## src/rtl/ffn_hidden_1_pkg.sv

```systemverilog
// Shared encoder definitions: Q8.8 sample format, sequence length, FSM states
// and the ReLU/saturate helper used by the feed-forward stages.
package ffn_hidden_1_pkg;

    localparam int DATA_W  = 16;
    localparam int FRAC    = 8;
    localparam int SEQ_LEN = 30;
    localparam int ACC_W   = 40;

    typedef enum logic [2:0] {
        ST_IDLE,
        ST_LOAD,
        ST_MAC,
        ST_NEXT,
        ST_DONE
    } state_t;

    // Clamp an already-rescaled Q8.8 value to [0, 0x7FFF].
    function automatic logic [DATA_W-1:0] q88_relu_sat(input logic signed [ACC_W-1:0] v);
        logic signed [ACC_W-1:0] q_max;
        q_max = $signed({{(ACC_W-DATA_W+1){1'b0}}, {(DATA_W-1){1'b1}}});
        if (v < 0)
            q88_relu_sat = '0;
        else if (v > q_max)
            q88_relu_sat = {1'b0, {(DATA_W-1){1'b1}}};
        else
            q88_relu_sat = v[DATA_W-1:0];
    endfunction

endpackage

```

## src/rtl/ffn_hidden_1_mac_unit.sv

```systemverilog
// Dot-product accumulator for one hidden unit: products, bias alignment,
// rescale, ReLU/saturate and the registered output strobe.
module ffn_mac_unit
    import ffn_hidden_1_pkg::*;
(
    input  logic                     clk,
    input  logic                     rst,
    input  logic                     i_first,
    input  logic                     i_acc_en,
    input  logic                     i_bias_en,
    input  logic signed [DATA_W-1:0] i_x,
    input  logic signed [DATA_W-1:0] i_w,
    output logic [DATA_W-1:0]        o_data,
    output logic                     o_valid
);

    logic signed [2*DATA_W-1:0] w_prod;
    logic signed [ACC_W-1:0]    w_prod_ext;
    logic signed [ACC_W-1:0]    w_bias_ext;
    logic signed [ACC_W-1:0]    w_base;
    logic signed [ACC_W-1:0]    w_sum;
    logic signed [ACC_W-1:0]    w_shift;
    logic signed [ACC_W-1:0]    r_acc;
    logic [DATA_W-1:0]          r_data;
    logic                       r_valid;

    assign w_prod     = i_x * i_w;
    assign w_prod_ext = ACC_W'(w_prod);
    // Bias is Q8.8 while products are Q16.16, so align it before adding.
    assign w_bias_ext = ACC_W'(i_w) <<< FRAC;
    assign w_base     = i_first ? '0 : r_acc;
    assign w_sum      = w_base + (i_bias_en ? w_bias_ext : w_prod_ext);
    assign w_shift    = w_sum >>> FRAC;

    always_ff @(posedge clk) begin
        if (rst) begin
            r_acc   <= '0;
            r_data  <= '0;
            r_valid <= 1'b0;
        end else begin
            r_valid <= i_bias_en;
            if (i_acc_en)
                r_acc <= w_sum;
            if (i_bias_en)
                r_data <= q88_relu_sat(w_shift);
        end
    end

    assign o_data  = r_data;
    assign o_valid = r_valid;

endmodule

```

## src/rtl/ffn_hidden_1.sv

```systemverilog
// First feed-forward stage: buffers one token, streams D_HID dot products
// against an external weight ROM and emits ReLU'd Q8.8 activations serially.
module ffn_hidden_1
    import ffn_hidden_1_pkg::*;
#(
    parameter int D_MODEL = 4,
    parameter int D_HID   = 8
) (
    input  logic                  clk,
    input  logic                  rst,
    input  logic [DATA_W-1:0]     data_in,
    input  logic                  data_in_valid,
    output logic                  data_in_ready,
    input  logic [2:0]            block_sel,
    output logic [3+((D_HID > 1) ? $clog2(D_HID) : 1)+$clog2(D_MODEL+1)-1:0] w_addr,
    input  logic [DATA_W-1:0]     w_data,
    output logic [DATA_W-1:0]     data_out,
    output logic                  data_out_valid,
    output logic                  done
);

    localparam int HW = (D_HID > 1) ? $clog2(D_HID) : 1;
    localparam int KW = $clog2(D_MODEL + 1);
    localparam int EW = (D_MODEL > 1) ? $clog2(D_MODEL) : 1;
    localparam int CW = $clog2(D_MODEL + 3);
    localparam int TW = (SEQ_LEN > 1) ? $clog2(SEQ_LEN) : 1;
    localparam int AW = 3 + HW + KW;

    state_t                   r_state;
    logic [TW-1:0]            r_tok;
    logic [EW-1:0]            r_elem;
    logic [HW-1:0]            r_h;
    logic [CW-1:0]            r_kc;
    logic [2:0]               r_bsq;
    logic [AW-1:0]            r_w_addr;
    logic                     r_done;
    logic signed [DATA_W-1:0] r_x [D_MODEL];

    logic                     w_accept;
    logic                     w_mac;
    logic                     w_first;
    logic                     w_acc_en;
    logic                     w_bias_en;
    logic signed [DATA_W-1:0] w_x;

    assign data_in_ready = (r_state == ST_IDLE) || (r_state == ST_LOAD);
    assign w_accept      = data_in_valid && data_in_ready;

    // r_kc is the cycle within a unit: ROM data for k arrives at r_kc == k+1,
    // the bias at D_MODEL+1, and D_MODEL+2 is the drain cycle after the last unit.
    assign w_mac     = (r_state == ST_MAC);
    assign w_first   = w_mac && (r_kc == CW'(1));
    assign w_acc_en  = w_mac && (r_kc >= CW'(1)) && (r_kc <= CW'(D_MODEL));
    assign w_bias_en = w_mac && (r_kc == CW'(D_MODEL + 1));

    always_comb begin
        w_x = '0;
        for (int i = 0; i < D_MODEL; i++)
            if (r_kc == CW'(i + 1))
                w_x = r_x[i];
    end

    always_ff @(posedge clk) begin
        if (rst) begin
            r_state  <= ST_IDLE;
            r_tok    <= '0;
            r_elem   <= '0;
            r_h      <= '0;
            r_kc     <= '0;
            r_bsq    <= '0;
            r_w_addr <= '0;
            r_done   <= 1'b0;
            for (int i = 0; i < D_MODEL; i++)
                r_x[i] <= '0;
        end else begin
            case (r_state)
                ST_IDLE: begin
                    if (w_accept) begin
                        r_x[0] <= data_in;
                        if (r_tok == '0)
                            r_bsq <= block_sel;
                        r_elem  <= EW'(1);
                        r_state <= ST_LOAD;
                    end
                end
                ST_LOAD: begin
                    if (w_accept) begin
                        for (int i = 0; i < D_MODEL; i++)
                            if (r_elem == EW'(i))
                                r_x[i] <= data_in;
                        if (r_elem == EW'(D_MODEL - 1)) begin
                            r_state  <= ST_MAC;
                            r_h      <= '0;
                            r_kc     <= '0;
                            r_w_addr <= {r_bsq, HW'(0), KW'(0)};
                        end else begin
                            r_elem <= r_elem + EW'(1);
                        end
                    end
                end
                ST_MAC: begin
                    if (r_kc < CW'(D_MODEL)) begin
                        r_kc     <= r_kc + CW'(1);
                        r_w_addr <= {r_bsq, r_h, KW'(r_kc + CW'(1))};
                    end else if (r_kc == CW'(D_MODEL + 1)) begin
                        if (r_h == HW'(D_HID - 1)) begin
                            r_kc <= CW'(D_MODEL + 2);
                        end else begin
                            r_h      <= r_h + HW'(1);
                            r_kc     <= '0;
                            r_w_addr <= {r_bsq, r_h + HW'(1), KW'(0)};
                        end
                    end else if (r_kc == CW'(D_MODEL + 2)) begin
                        r_state <= ST_NEXT;
                    end else begin
                        r_kc <= r_kc + CW'(1);
                    end
                end
                ST_NEXT: begin
                    r_elem <= '0;
                    if (r_tok == TW'(SEQ_LEN - 1)) begin
                        r_state <= ST_DONE;
                        r_done  <= 1'b1;
                    end else begin
                        r_tok   <= r_tok + TW'(1);
                        r_state <= ST_IDLE;
                    end
                end
                ST_DONE: r_done <= 1'b1;
                default: r_state <= ST_IDLE;
            endcase
        end
    end

    ffn_mac_unit u_mac (
        .clk       (clk),
        .rst       (rst),
        .i_first   (w_first),
        .i_acc_en  (w_acc_en),
        .i_bias_en (w_bias_en),
        .i_x       (w_x),
        .i_w       (w_data),
        .o_data    (data_out),
        .o_valid   (data_out_valid)
    );

    assign w_addr = r_w_addr;
    assign done   = r_done;

endmodule

```

## config.mk

```make
export PLATFORM = sky130hd
export DESIGN_NAME = ffn_hidden_1
export DESIGN_NICKNAME = d
export VERILOG_FILES = /design/src/rtl/ffn_hidden_1_pkg.sv /design/src/rtl/ffn_hidden_1_mac_unit.sv /design/src/rtl/ffn_hidden_1.sv
export SDC_FILE = /design/constraint.sdc
export NUM_CORES = 1
export LEC_CHECK = 0
export ABC_AREA = 0
export CAP_MARGIN = 20
export CORE_MARGIN = 2
export CORE_UTILIZATION = 40
export CTS_CLUSTER_SIZE = 8
export DETAILED_ROUTE_END_ITERATION = 8
export GPL_ROUTABILITY_DRIVEN = 0
export SLEW_MARGIN = 20
export SYNTH_ARGS = -nofsm -noshare
export SYNTH_HDL_FRONTEND = slang
export SYNTH_HIERARCHICAL = 1
export SYNTH_SLANG_ARGS = --single-unit
```

## constraint.sdc

```tcl
create_clock -name clk -period 20.7 [get_ports clk]
set_clock_uncertainty 0.1 [all_clocks]
set_input_delay 6.21 -clock clk [delete_from_list [all_inputs] [get_ports clk]]
set_output_delay 6.21 -clock clk [all_outputs]
set_load 0.02 [all_outputs]
```

# Yosys cells after proc, flatten, opt, wreduce, memory -nomap -nowiden

Memory sizes are Yosys's and may differ from the RTL's.
Index checks and enable logic that the tools add are counted.

Reductions and logical operators: 20
Equality and inequality tests: 28
Multiply operators: 1
Order comparisons: 5
Bitwise gates (word level): 7
Mux-type cells: 70
Add/subtract/negate cells: 5

Operators by type and width:

| cell                                                            | number |
|---|---|
| two-way mux 16 bit                                              | 11 |
| two-way mux 40 bit                                              | 2 |
| two-way mux 3 bit                                               | 16 |
| two-way mux 9 bit                                               | 5 |
| adder 40 bit                                                    | 1 |
| greater-than comparator 32 x 16 -> 1 bit, second input constant | 1 |
| less-than comparator 32 x 1 -> 1 bit, second input constant     | 1 |
| multiplier 16 x 16 -> 32 bit                                    | 1 |
| two-way mux 1 bit                                               | 27 |
| one-hot mux 9 bit (2 select lines)                              | 1 |
| equality test 3 bit, second input constant                      | 5 |
| one-hot mux 3 bit (5 select lines)                              | 1 |
| != test 2 bit, second input constant                            | 7 |
| equality test 3 x 2 -> 1 bit, second input constant             | 4 |
| one-hot mux 3 bit (2 select lines)                              | 2 |
| AND reduction 4 bit                                             | 2 |
| AND reduction 7 bit                                             | 1 |
| adder 3 x 1 -> 3 bit, second input constant                     | 2 |
| equality test 3 x 1 -> 1 bit, second input constant             | 2 |
| two-way mux 2 bit                                               | 3 |
| != test 2 x 1 -> 1 bit, second input constant                   | 3 |
| one-hot mux 2 bit (3 select lines)                              | 1 |
| AND reduction 6 bit                                             | 1 |
| adder 5 x 1 -> 5 bit, second input constant                     | 1 |
| other kinds (23)                                                | 35 |

Word-level logic and storage cells: 148
Flip-flop bits (word level): 86
Memories kept: 1
Output and inout bits: 28
Bits of input ports: 38
RAM bits: 64

Memories:

| memory | depth | bits a word | read ports | clocked after Yosys merged registers in | write ports | line               | RTL |
|---|---|---|---|---|---|---|---|
| r_x    | 4     | 16          | 4          | 0                                       | 4           | ffn_hidden_1.sv:37 | `logic signed [DATA_W-1:0] r_x [D_MODEL];` |

# Depth between registers and ports, before layout

Word-level depth: 11
Depth in mapped cells: 46
Depth with buffers taken out: 42

# By module

Netlist, hierarchy kept.

By module, submodules not included:

| module       | area each (um2) | instances | seq. area each (um2) | cells each |
|---|---|---|---|---|
| ffn_mac_unit | 14517.7         | 1         | 1141.1               | 1691 |
| ffn_hidden_1 | 4589.4          | 1         | 2502.4               | 420 |

# Worst setup path after synthesis

OpenSTA, ideal clock, no wires.

Path kind: input to register
Start: input w_data[7]
End: register u_mac.r_data[4], in the netlist u_mac/o_data[4]
Data required time: 20464 ps
Path buffers: 3
Slack: 5752 ps
Stages: 33
Library setup time: 136 ps
Data arrival time: 14713 ps
Cell sequence: clkbuf_1 -> clkbuf_1 -> nand2_1 -> fa_1 -> inv_1 -> fa_1 -> fa_1 -> fa_1 -> fa_1 -> inv_1 -> fa_1 -> inv_1 -> ha_1 -> a2111o_1 -> o21ai_0 -> o21ai_0 -> a2111oi_0 -> o21ai_0 -> and2_1 -> xnor2_1 -> o21ai_0 -> ha_1 -> a21oi_1 -> o21bai_1 -> a311o_1 -> o221a_2 -> a21oi_1 -> xnor2_1 -> or4b_1 -> or4_4 -> nor3_4 -> buf_6 -> a32oi_1

Longest elaborated chain between the ends: 6
Elaborated cells between the ends (all ways): 7
Classes of those cells: add/sub: 1; mul: 1; order compare: 2; mux: 3

RTL lines:

| element                                  | line                        | RTL |
|---|---|---|
| start, declared                          | ffn_hidden_1.sv:16          | `input logic [DATA_W-1:0] w_data,` |
| multiplier 16 x 16 -> 32 bit             | ffn_hidden_1_mac_unit.sv:27 | `assign w_prod = i_x * i_w;` |
| two-way mux 40 bit *                     | ffn_hidden_1_mac_unit.sv:32 | `assign w_sum = w_base + (i_bias_en ? w_bias_ext : w_prod_ext);` |
| adder 40 bit *                           | ffn_hidden_1_mac_unit.sv:32 |  |
| greater-than comparator 32 x 16 -> 1 bit | ffn_hidden_1_pkg.sv:24      | `else if (v > q_max)` |
| two-way mux 16 bit                       | ffn_hidden_1_pkg.sv:24      |  |
| two-way mux 16 bit *                     | ffn_hidden_1_pkg.sv:22      | `if (v < 0)` |
| end signal, assigned                     | ffn_hidden_1_mac_unit.sv:45 | `r_data <= q88_relu_sat(w_shift);` |
| end, declared                            | ffn_hidden_1_mac_unit.sv:24 | `logic [DATA_W-1:0] r_data;` |

Every way passes the cells marked *; elsewhere a longest branch is shown, timed or not.
A chain may end at the register's enable or synchronous reset.

# Worst setup path in the final report

Start: input w_data[1]
End: register u_mac.r_data[8], in the netlist u_mac/o_data[8]

Same word-level chain as after synthesis.

==> results.yml <==
finish:
  n_antenna_cell: 0
  drive_above_1_share: 0.0349
  syn2layout_area_growth_pct: 8.75
  layout.nets: 2544
  fillCellCount: 4695
  design_area_sq_um: 20800
die:
  fp.coreArea_sq_um: 47400
  die_width_um: 223
  die_area_sq_um: 49500
  ioPinCount: 66
  die_h_um: 223
  rows: 80
  initial_core_util: 0.403
power_and_ir_drop:
  p_clk_frac: 0.435
  pwr-share-comb: 0.112
  pwr_density_cell_nw_per_um2: 33.8
  p_sw_frac: 0.282
  p_int_uw: 504
  seqPwrFrac: 0.453
  ir_drop_mv: 0.0440
  p_leak_nw: 9.43
  switchingPower_uw: 198
flow_run:
  max-cap-violations: 0
worst_setup_path:
  cp-end-kind: "flop"
  worstPathArrival_ns: 16.71
  crit_fanout: 17
  required_ns: 20.88
  path_buf_inv: 6
  slowest_delay_ns: 0.76
  setup.worst_path.start_class: "input port"
  cp_top_family: "adder cells"
  cpMostUsedCell: "fa_1"
  critical_path_class: "in2reg"
  crit_slowest_cell: "clkdlybuf4s50_1"
synth:
  yosysWarningCount: 6
  ys_ff_latch: 150
  yosys.area.top_type: "fa_1"
  synth_top_area_share: 0.276
  syn-instance-count: 2111
  synthFlopType: "dfxtp_1"
  synth-async-reset-ratio: 0
  synth_area_per_cell_sq_um: 9.05
  synth_seq_area_share: 0.191
  ys_types: 84
  synth.cell_area_sq_um: 19100
  syn_nets: 2548
  synth-edff-count: 64
  yosys-top-cells-area: "fa_1 28%, edfxtp_1 10%, dfxtp_1 9.0%, ha_1 8.9%, and2_1 6.4%"
timing:
  whs_ns: 0.348
  rsz0062_at_grt: "false"
  fin_crit_ns: 16.53
  setup_ws_ns: 4.17
  setup_violations: 0
  finalCritPeriodShare: 0.798
  slew_violations: 0
  tightestPinTransition_ns: 1.02
  relSlewSlack: 0.318
  fmax_mhz: 60.5
  setup_tns_ns: 0
  finalHoldViolations: 0
cts:
  cts_buffer_depth: 2
  clkTransAtPathRegs_ns: 0.07
  cts_resized: 0
  cts_tree: "built"
  numClockSinks: 150
  htree_num_levels: 4
  cts_buffers: 17
  insertion_delay_ns: 0.45
  cts_hold_buf: 0
  cts_setup_buffers: 0
  clock-root-buffer: "clkbuf_16"
placement:
  hpwl_um: 36500
  io_buffers: 65
  post-place-ws_ns: 3.84
  dpl_cell_area_sq_um: 20200
routing:
  vias_per_cell: 5.27
  drc: 0
  dr.pass1.iters: 7
  drt_iter0_markers: 825
  drt-wirelength-per-cell_um: 17.2
  vias: 14410
  drtAntennaViolNets: 0
  drt_wl_total_um: 47000
run_status:
  status: "finished, final reports clean"
min_path:
  hp-class: "reg2reg"
global_routing:
  grt_max_degree: 78
  grt_first_pass_wirelength_um: 77900
  grt_pass1_vias: 14928
  antenna_found_initial: 0
  grt-ovfl-total: 0
  grt_usage: 0.196
## layout make-up
class	count	area, sq um	area share
well taps	615	769	0.0370
inverters	318	1190	0.0574
repair buffers	75	728	0.0350
flip-flops and latches	150	3640	0.175
multi-input cells	1545	13900	0.667
clock inverters	15	159	0.00765
clock buffers	17	425	0.0205
## registers in the layout, indices dropped and copies added (netlist names)
signal / count
r_x: 64
u_mac/r_acc: 40
u_mac/o_data: 16
w_addr: 9
r_tok: 5
r_bsq: 3
r_h: 3
r_kc: 3
r_state: 3
r_elem: 2
done: 1
u_mac/o_valid: 1
## worst paths after layout
path | from | endpoint | slack [ns] | cells after the start
worst max-delay path | w_data[1] | u_mac/o_data[8] | 4.17 | 33
worst min-delay path | u_mac/o_data[14] | u_mac/o_data[14] | 0.35 | 2
worst max register to register | r_kc[2] | u_mac/o_data[8] | 7.79 | 36
worst min register to register | u_mac/o_data[14] | u_mac/o_data[14] | 0.35 | 2
## tightest hold or removal path: stages (launching register included)
cell and delay, ns:
dfxtp_1 0.31, nand2_1 0.05, a32oi_1 0.04
## power by group through the flow
stage          clock network, mW  logic, mW  registers, mW
2_1_floorplan                  0     0.0499          0.324
3_3_place_gp                   0     0.0768          0.324
3_5_place_dp                   0     0.0784          0.325
4_1_cts                    0.314     0.0788          0.318
5_1_grt                    0.326     0.0865          0.319
6_report                   0.305     0.0783          0.318
## stage by stage
step / power (mW) / util / instances
after floorplan: 0.374 / - / 2111
after global placement: 0.401 / 0.425 / 2702
after detailed placement: 0.403 / 0.425 / 2702
after CTS: 0.711 / 0.438 / 2734
after global routing: 0.731 / 0.438 / 2735
final: 0.702 / 0.438 / 2735
## synth_stat cells (15+ instances only)
library cell	instances
a32oi_1	21
xor2_1	24
a22oi_1	18
and2_1	194
mux2i_1	29
nor2_1	113
a21oi_1	81
a21o_1	21
edfxtp_1	64
a211oi_1	17
o21ai_0	89
fa_1	263
ha_1	136
xnor2_1	44
nand3_1	30
a221o_1	18
nor2b_1	60
dfxtp_1	86
and3_1	15
nand2_1	212
nand2b_1	18
inv_1	316
clkbuf_1	70
## cells in the final DEF, fill, tap and decap left out, types with 30 or more instances in the layout
cell             synthesis  routed
edfxtp_1                64      64
o21ai_0                 89      89
nand2_1                212     212
clkdlybuf4s50_1          0      64
ha_1                   136     136
nand3_1                 30      30
nor2_1                 113     111
fa_1                   263     263
inv_1                  316     316
dfxtp_1                 86      86
a21oi_1                 81      81
and2_1                 194     194
nor2b_1                 60      60
xnor2_1                 44      44
## layer usage
layer | global-route usage | vias up | routed length, um
met2 | 0.340 | 268 | 23600
li1 | - | 6866 | -
met5 | 0 | - | 0
met3 | 0.0270 | 30 | 1880
met4 | 0.0416 | 0 | 428
met1 | 0.259 | 7246 | 21000
## cells by family after synthesis
family / Yosys count / synth area share
AOI/OAI and AO/OA: 343 / 0.121
xor gates and xnor gates: 68 / 0.0312
adders and majority gates: 399 / 0.365
buffers and inverters: 416 / 0.0849
DFF: 150 / 0.191
muxes: 32 / 0.0170
and+or+nand+nor: 703 / 0.191
(Power assumes the default switching activity.)
